[config.mk]
export PLATFORM = sky130hd
export DESIGN_NAME = rmw_ctrl_flat
export DESIGN_NICKNAME = d
export VERILOG_FILES = /design/src/rtl/rmw_ctrl_if.sv /design/src/rtl/rmw_ctrl.sv /design/src/flat_wrapper.sv
export SDC_FILE = /design/constraint.sdc
export NUM_CORES = 1
export LEC_CHECK = 0
export CORE_AREA = 2 2 39 41
export CTS_CLUSTER_SIZE = 25
export DETAILED_ROUTE_END_ITERATION = 16
export DIE_AREA = 0 0 41 43
export GPL_TIMING_DRIVEN = 0
export PLACE_DENSITY = 0.7
export SYNTH_ARGS = -nofsm -noshare
export SYNTH_HDL_FRONTEND = slang
export SYNTH_SLANG_ARGS = --single-unit
export TNS_END_PERCENT = 5
[constraint.sdc]
create_clock -name clk -period 1.5 [get_ports clk]
set_input_delay 0.375 -clock clk [delete_from_list [all_inputs] [get_ports clk]]
set_output_delay 0.375 -clock clk [all_outputs]
set_load 0.05 [all_outputs]
[src/rtl/rmw_ctrl_if.sv]
// rmw_ctrl_if: control/status bundle between the RMW sequencer and its datapath/bus environment.
interface rmw_ctrl_if;
    logic       RDY;
    logic       start;
    logic [2:0] func;
    logic       C_in;
    logic [2:0] op;
    logic [2:0] sel;
    logic [2:0] op_ld;
    logic       CI;
    logic       WE;
    logic       nz_we;
    logic       c_we;
    logic       busy;
    logic       done;
    logic       err;
    modport slave (
        input  RDY, start, func, C_in,
        output op, sel, op_ld, CI, WE, nz_we, c_we, busy, done, err
    );
    modport master (
        output RDY, start, func, C_in,
        input  op, sel, op_ld, CI, WE, nz_we, c_we, busy, done, err
    );
endinterface

[src/rtl/rmw_ctrl.sv]
// rmw_ctrl: read / dummy-rewrite / modified-write sequencer for INC, DEC, ASL, LSR, ROL, ROR on memory.
module rmw_ctrl (
    input logic         clk,
    input logic         reset,
    rmw_ctrl_if.slave   bus
);
    localparam logic [2:0] OP_AI   = 3'd0;
    localparam logic [2:0] OP_ROL  = 3'd1;
    localparam logic [2:0] OP_ROR  = 3'd2;
    localparam logic [2:0] OP_ADC  = 3'd6;
    localparam logic [2:0] SEL_0   = 3'd0;
    localparam logic [2:0] SEL_MEM = 3'd1;
    typedef enum logic [2:0] {IDLE, READ, DUMMY, WRITE, DONE} state_t;
    state_t     state_q, state_d;
    logic [2:0] func_q, func_d;
    logic       err_q, err_d;
    logic       wr, mem_phase;
    always_ff @(posedge clk or posedge reset) begin
        if (reset) begin
            state_q <= IDLE;
            func_q  <= 3'd0;
            err_q   <= 1'b0;
        end else begin
            state_q <= state_d;
            func_q  <= func_d;
            err_q   <= err_d;
        end
    end
    // Everything, including the err pulse, only advances while RDY is high.
    always_comb begin
        state_d = state_q;
        func_d  = func_q;
        err_d   = err_q;
        if (bus.RDY) begin
            err_d = 1'b0;
            case (state_q)
                IDLE: begin
                    if (bus.start && bus.func <= 3'd5) begin
                        func_d  = bus.func;
                        state_d = READ;
                    end else if (bus.start) begin
                        err_d = 1'b1;
                    end
                end
                READ:    state_d = DUMMY;
                DUMMY:   state_d = WRITE;
                WRITE:   state_d = DONE;
                default: state_d = IDLE;
            endcase
        end
    end
    // Func bit patterns: 0/1 use the adder, even shifts go left, odd go right, 4/5 rotate through carry.
    always_comb begin
        wr        = state_q == WRITE;
        mem_phase = state_q == DUMMY || wr;
        bus.op    = !wr ? OP_AI : func_q <= 3'd1 ? OP_ADC : func_q[0] ? OP_ROR : OP_ROL;
        bus.CI    = wr && (func_q == 3'd0 || (func_q[2] && bus.C_in));
        bus.sel   = mem_phase ? SEL_MEM : SEL_0;
        bus.op_ld = mem_phase ? 3'b111 : 3'b011;
        bus.WE    = mem_phase;
        bus.nz_we = wr;
        bus.c_we  = wr && (func_q[2] || func_q[1]);
        bus.busy  = state_q != IDLE;
        bus.done  = state_q == DONE;
        bus.err   = err_q;
    end
endmodule

[src/flat_wrapper.sv]
// flat-port wrapper written by rule: the top's interface ports become plain ports
module rmw_ctrl_flat 
  (clk, reset, bus_RDY, bus_start, bus_func, bus_C_in, bus_op, bus_sel, bus_op_ld, bus_CI, bus_WE, bus_nz_we, bus_c_we, bus_busy, bus_done, bus_err);
  rmw_ctrl_if bus_i ();
  input logic clk;
  input logic reset;
  input wire logic [$bits(bus_i.RDY)-1:0] bus_RDY;
  input wire logic [$bits(bus_i.start)-1:0] bus_start;
  input wire logic [$bits(bus_i.func)-1:0] bus_func;
  input wire logic [$bits(bus_i.C_in)-1:0] bus_C_in;
  output wire logic [$bits(bus_i.op)-1:0] bus_op;
  output wire logic [$bits(bus_i.sel)-1:0] bus_sel;
  output wire logic [$bits(bus_i.op_ld)-1:0] bus_op_ld;
  output wire logic [$bits(bus_i.CI)-1:0] bus_CI;
  output wire logic [$bits(bus_i.WE)-1:0] bus_WE;
  output wire logic [$bits(bus_i.nz_we)-1:0] bus_nz_we;
  output wire logic [$bits(bus_i.c_we)-1:0] bus_c_we;
  output wire logic [$bits(bus_i.busy)-1:0] bus_busy;
  output wire logic [$bits(bus_i.done)-1:0] bus_done;
  output wire logic [$bits(bus_i.err)-1:0] bus_err;
  assign bus_i.RDY = bus_RDY;
  assign bus_i.start = bus_start;
  assign bus_i.func = bus_func;
  assign bus_i.C_in = bus_C_in;
  assign bus_op = bus_i.op;
  assign bus_sel = bus_i.sel;
  assign bus_op_ld = bus_i.op_ld;
  assign bus_CI = bus_i.CI;
  assign bus_WE = bus_i.WE;
  assign bus_nz_we = bus_i.nz_we;
  assign bus_c_we = bus_i.c_we;
  assign bus_busy = bus_i.busy;
  assign bus_done = bus_i.done;
  assign bus_err = bus_i.err;
  rmw_ctrl u_core (.clk(clk), .reset(reset), .bus(bus_i));
endmodule
==> flow_summary.ini, run 1 <==
[run_status]
status = finished with violations
violations = negative setup slack

[layout]
syn2layout_area_growth_pct = 71.3
drive_gt1_frac = 0.468
final_common_cell = buf_4
diodes = 0
fin_nets = 88
final_core_util = 0.550
final_cell_mix = buf_4 (8), buf_6 (7), inv_1 (6), clkdlybuf4s50_1 (6)

[drt]
vias = 445
drt-initial-drc-count = 7
antenna_left = 0
wl_per_cell_um = 9.92
drcViolationCount = 0
first_pass_iters = 4
viasPerCell = 4.68
wl_um = 942

[yosys]
yosysWarnings = 0
synth.area.mux_share = 0.0338
synth-seq-cells = 7
synth_area_um2 = 444
synthSimpleGateAreaFrac = 0.273
synthXorXnorAreaFrac = 0
synth_fa_ha_area_frac = 0
synth-compound-area-share = 0.130
ys_seq_area_frac = 0.394
avgSynthCellArea_um2 = 8.54
synth_top_family_by_area = simple AND/OR/NAND/NOR gates
ys_types = 19
synthCells = 52

[sta]
clock_skew_ns = 0.0129
fin_crit_sh = 1.15
finalHoldViolations = 0
layout_setup_ws_ns = -0.228
hold_slack_ns = 0.354
finalSetupViolCount = 10
slew_viol_final = 0
rsz0062_at_grt = true
finalSetupTns_ns = -1.81
max_freq_mhz = 579
min_period_ns = 1.73

[floorplanning]
die_w_um = 41
rows = 14
pin_count = 24
start_util = 0.321
fp.coreArea_mm2 = 0.00138
die-area_mm2 = 0.00176
die_h_um = 43

[global_routing]
grt_pass1_wl_um = 1450
grt_usage = 0.120
grt_pass1_vias = 353
grt.overflow.total = 0
antenna_found_initial = 0
grt_max_degree = 9

[critical_path]
crit_path_top_delay_cell = dfrtp_2
worstPathRequired_ns = 1.12
critPathTopFamily = simple AND/OR/NAND/NOR gates
crit_chain = and2b_4 > nand2_4 > nor3_4 > buf_6
cp_slowest_stage_delay_ns = 0.41
start_kind = register
cp.arrival_ns = 1.35
critPathKind = register to output port
critPathCaptureType = output port
cp_num_buf_inv = 1
critPathMaxFanout = 6

[cts]
clk_latency_ns = 0.26
cts_made_buffers = 3
cts_tree = yes
h-tree-depth = 1
clk_path_buf_depth = 2
clock-sinks = 7
root_buffer = clkbuf_4
clkTransAtPathRegs_ns = 0.06

[pwr]
powerDensity_mw_per_mm2 = 2170
p_leak_nw = 0.365
power_w = 0.00165
irDropWorstVdd_mv = 1.02

[run]
cap_violations = 0

[placed_design]
dp_hpwl_um = 691
gp_congestion = 0.724
io_buffers = 19

[hold_path]
min_path_type = primary input to asynchronous set/reset pin
final timing paths:
check	startpoint	cells past startpoint	endpoint	slack (ns)
max	u_core.state_q[2]	4	bus_op[2]	-0.23
min	reset	2	u_core.func_q[0]	0.35
max reg2reg	u_core.state_q[2]	4	u_core.func_q[0]	0.06
min reg2reg	u_core.bus.err	2	u_core.bus.err	0.54
max in group asynchronous	reset	2	u_core.state_q[1]	0.90
min in group clk	u_core.bus.err	2	u_core.bus.err	0.54
flip-flops by register name, indices dropped and copies added, names as in the netlist:
signal / flops
u_core.func_q: 3
u_core.state_q: 3
u_core.bus.err: 1
synthesized netlist by cell type:
cell	number	share of area
o22a_1	1	0.020
o21ai_0	2	0.023
conb_1	2	0.017
a21oi_1	2	0.023
and3b_1	1	0.020
nand2_1	4	0.034
nor4b_4	1	0.054
inv_1	6	0.051
mux2_4	1	0.034
a31oi_1	1	0.014
nor2_1	7	0.059
a32o_1	1	0.023
nor3_1	4	0.045
and2b_1	1	0.017
nand3_1	2	0.023
buf_4	6	0.10
nand3_2	1	0.023
dfrtp_1	7	0.39
o22ai_1	2	0.028
cell type report:
type	instances	area [µm²]
fillers	142	623
plain buffers	6	45.0
clock inverters	1	5.00
clock buffers	3	22.5
inverters	6	22.5
repair buffers	21	213
flip-flops and latches	7	179
multi-input cells	35	254
well taps	16	20.0
cells by family (layout without fill, tap and decap cells):
group                  Yosys count  in the layout
AO/OA/AOI/OAI                    9              9
buffers and inverters           12             37
flip-flops                       7              7
multiplexers                     1              1
other                            2              4
AND/OR/NAND/NOR                 21             21
through the flow:
stage | cell area, µm² | std cells | setup slack, ns
after floorplan | 497 | 54 | -0.304
after global placement | 707 | 89 | -0.716
after detailed placement | 707 | 89 | -0.731
after CTS | 762 | 94 | -0.249
after global routing | 761 | 95 | -0.300
final | 761 | 95 | -0.228
routing by layer:
metal / vias to the layer above / track usage / wire length, µm
met4: 0 / 0.0400 / 0
met3: 0 / 0.0471 / 83
li1: 222 / - / -
met1: 200 / 0.152 / 407
met5: - / 0 / 0
met2: 23 / 0.181 / 451
worst register-to-register path, cell delays in order, from the launching register on:
cell and delay, ns:
dfrtp_2 0.41, buf_4 0.15, nor4b_4 0.34, nand3_2 0.13, mux2_4 0.30
report_power, final:
part,leakage (nW),internal (W),total [W],switching [W]
combinational,0.263,0.000416,0.00106,0.000648
sequential,0.0842,0.000272,0.000413,0.000142
clock,0.0177,0.0000977,0.000172,0.0000747
total,0.365,0.000786,0.00165,0.000865
repair_timing:
item | CTS | global route
pin swaps | 1 | 0
resized for setup | 76 | 5
endpoints found under the setup margin | 14 | 12
buffers inserted | 1 | 1
hold buffers | 0 | 0
(Power assumes the default switching activity.)
==> inputs of run 2 (changes only) <==
MAX_ROUTING_LAYER = met4   (was default)
==> results of run 2 <==
Same layout as run 1: the final DEF is identical, and so are final timing and power.
Main changes from that run: final weighted congestion in routability-driven placement 0.724 -> 0.733; overall routing resource usage 0.120 -> 0.123
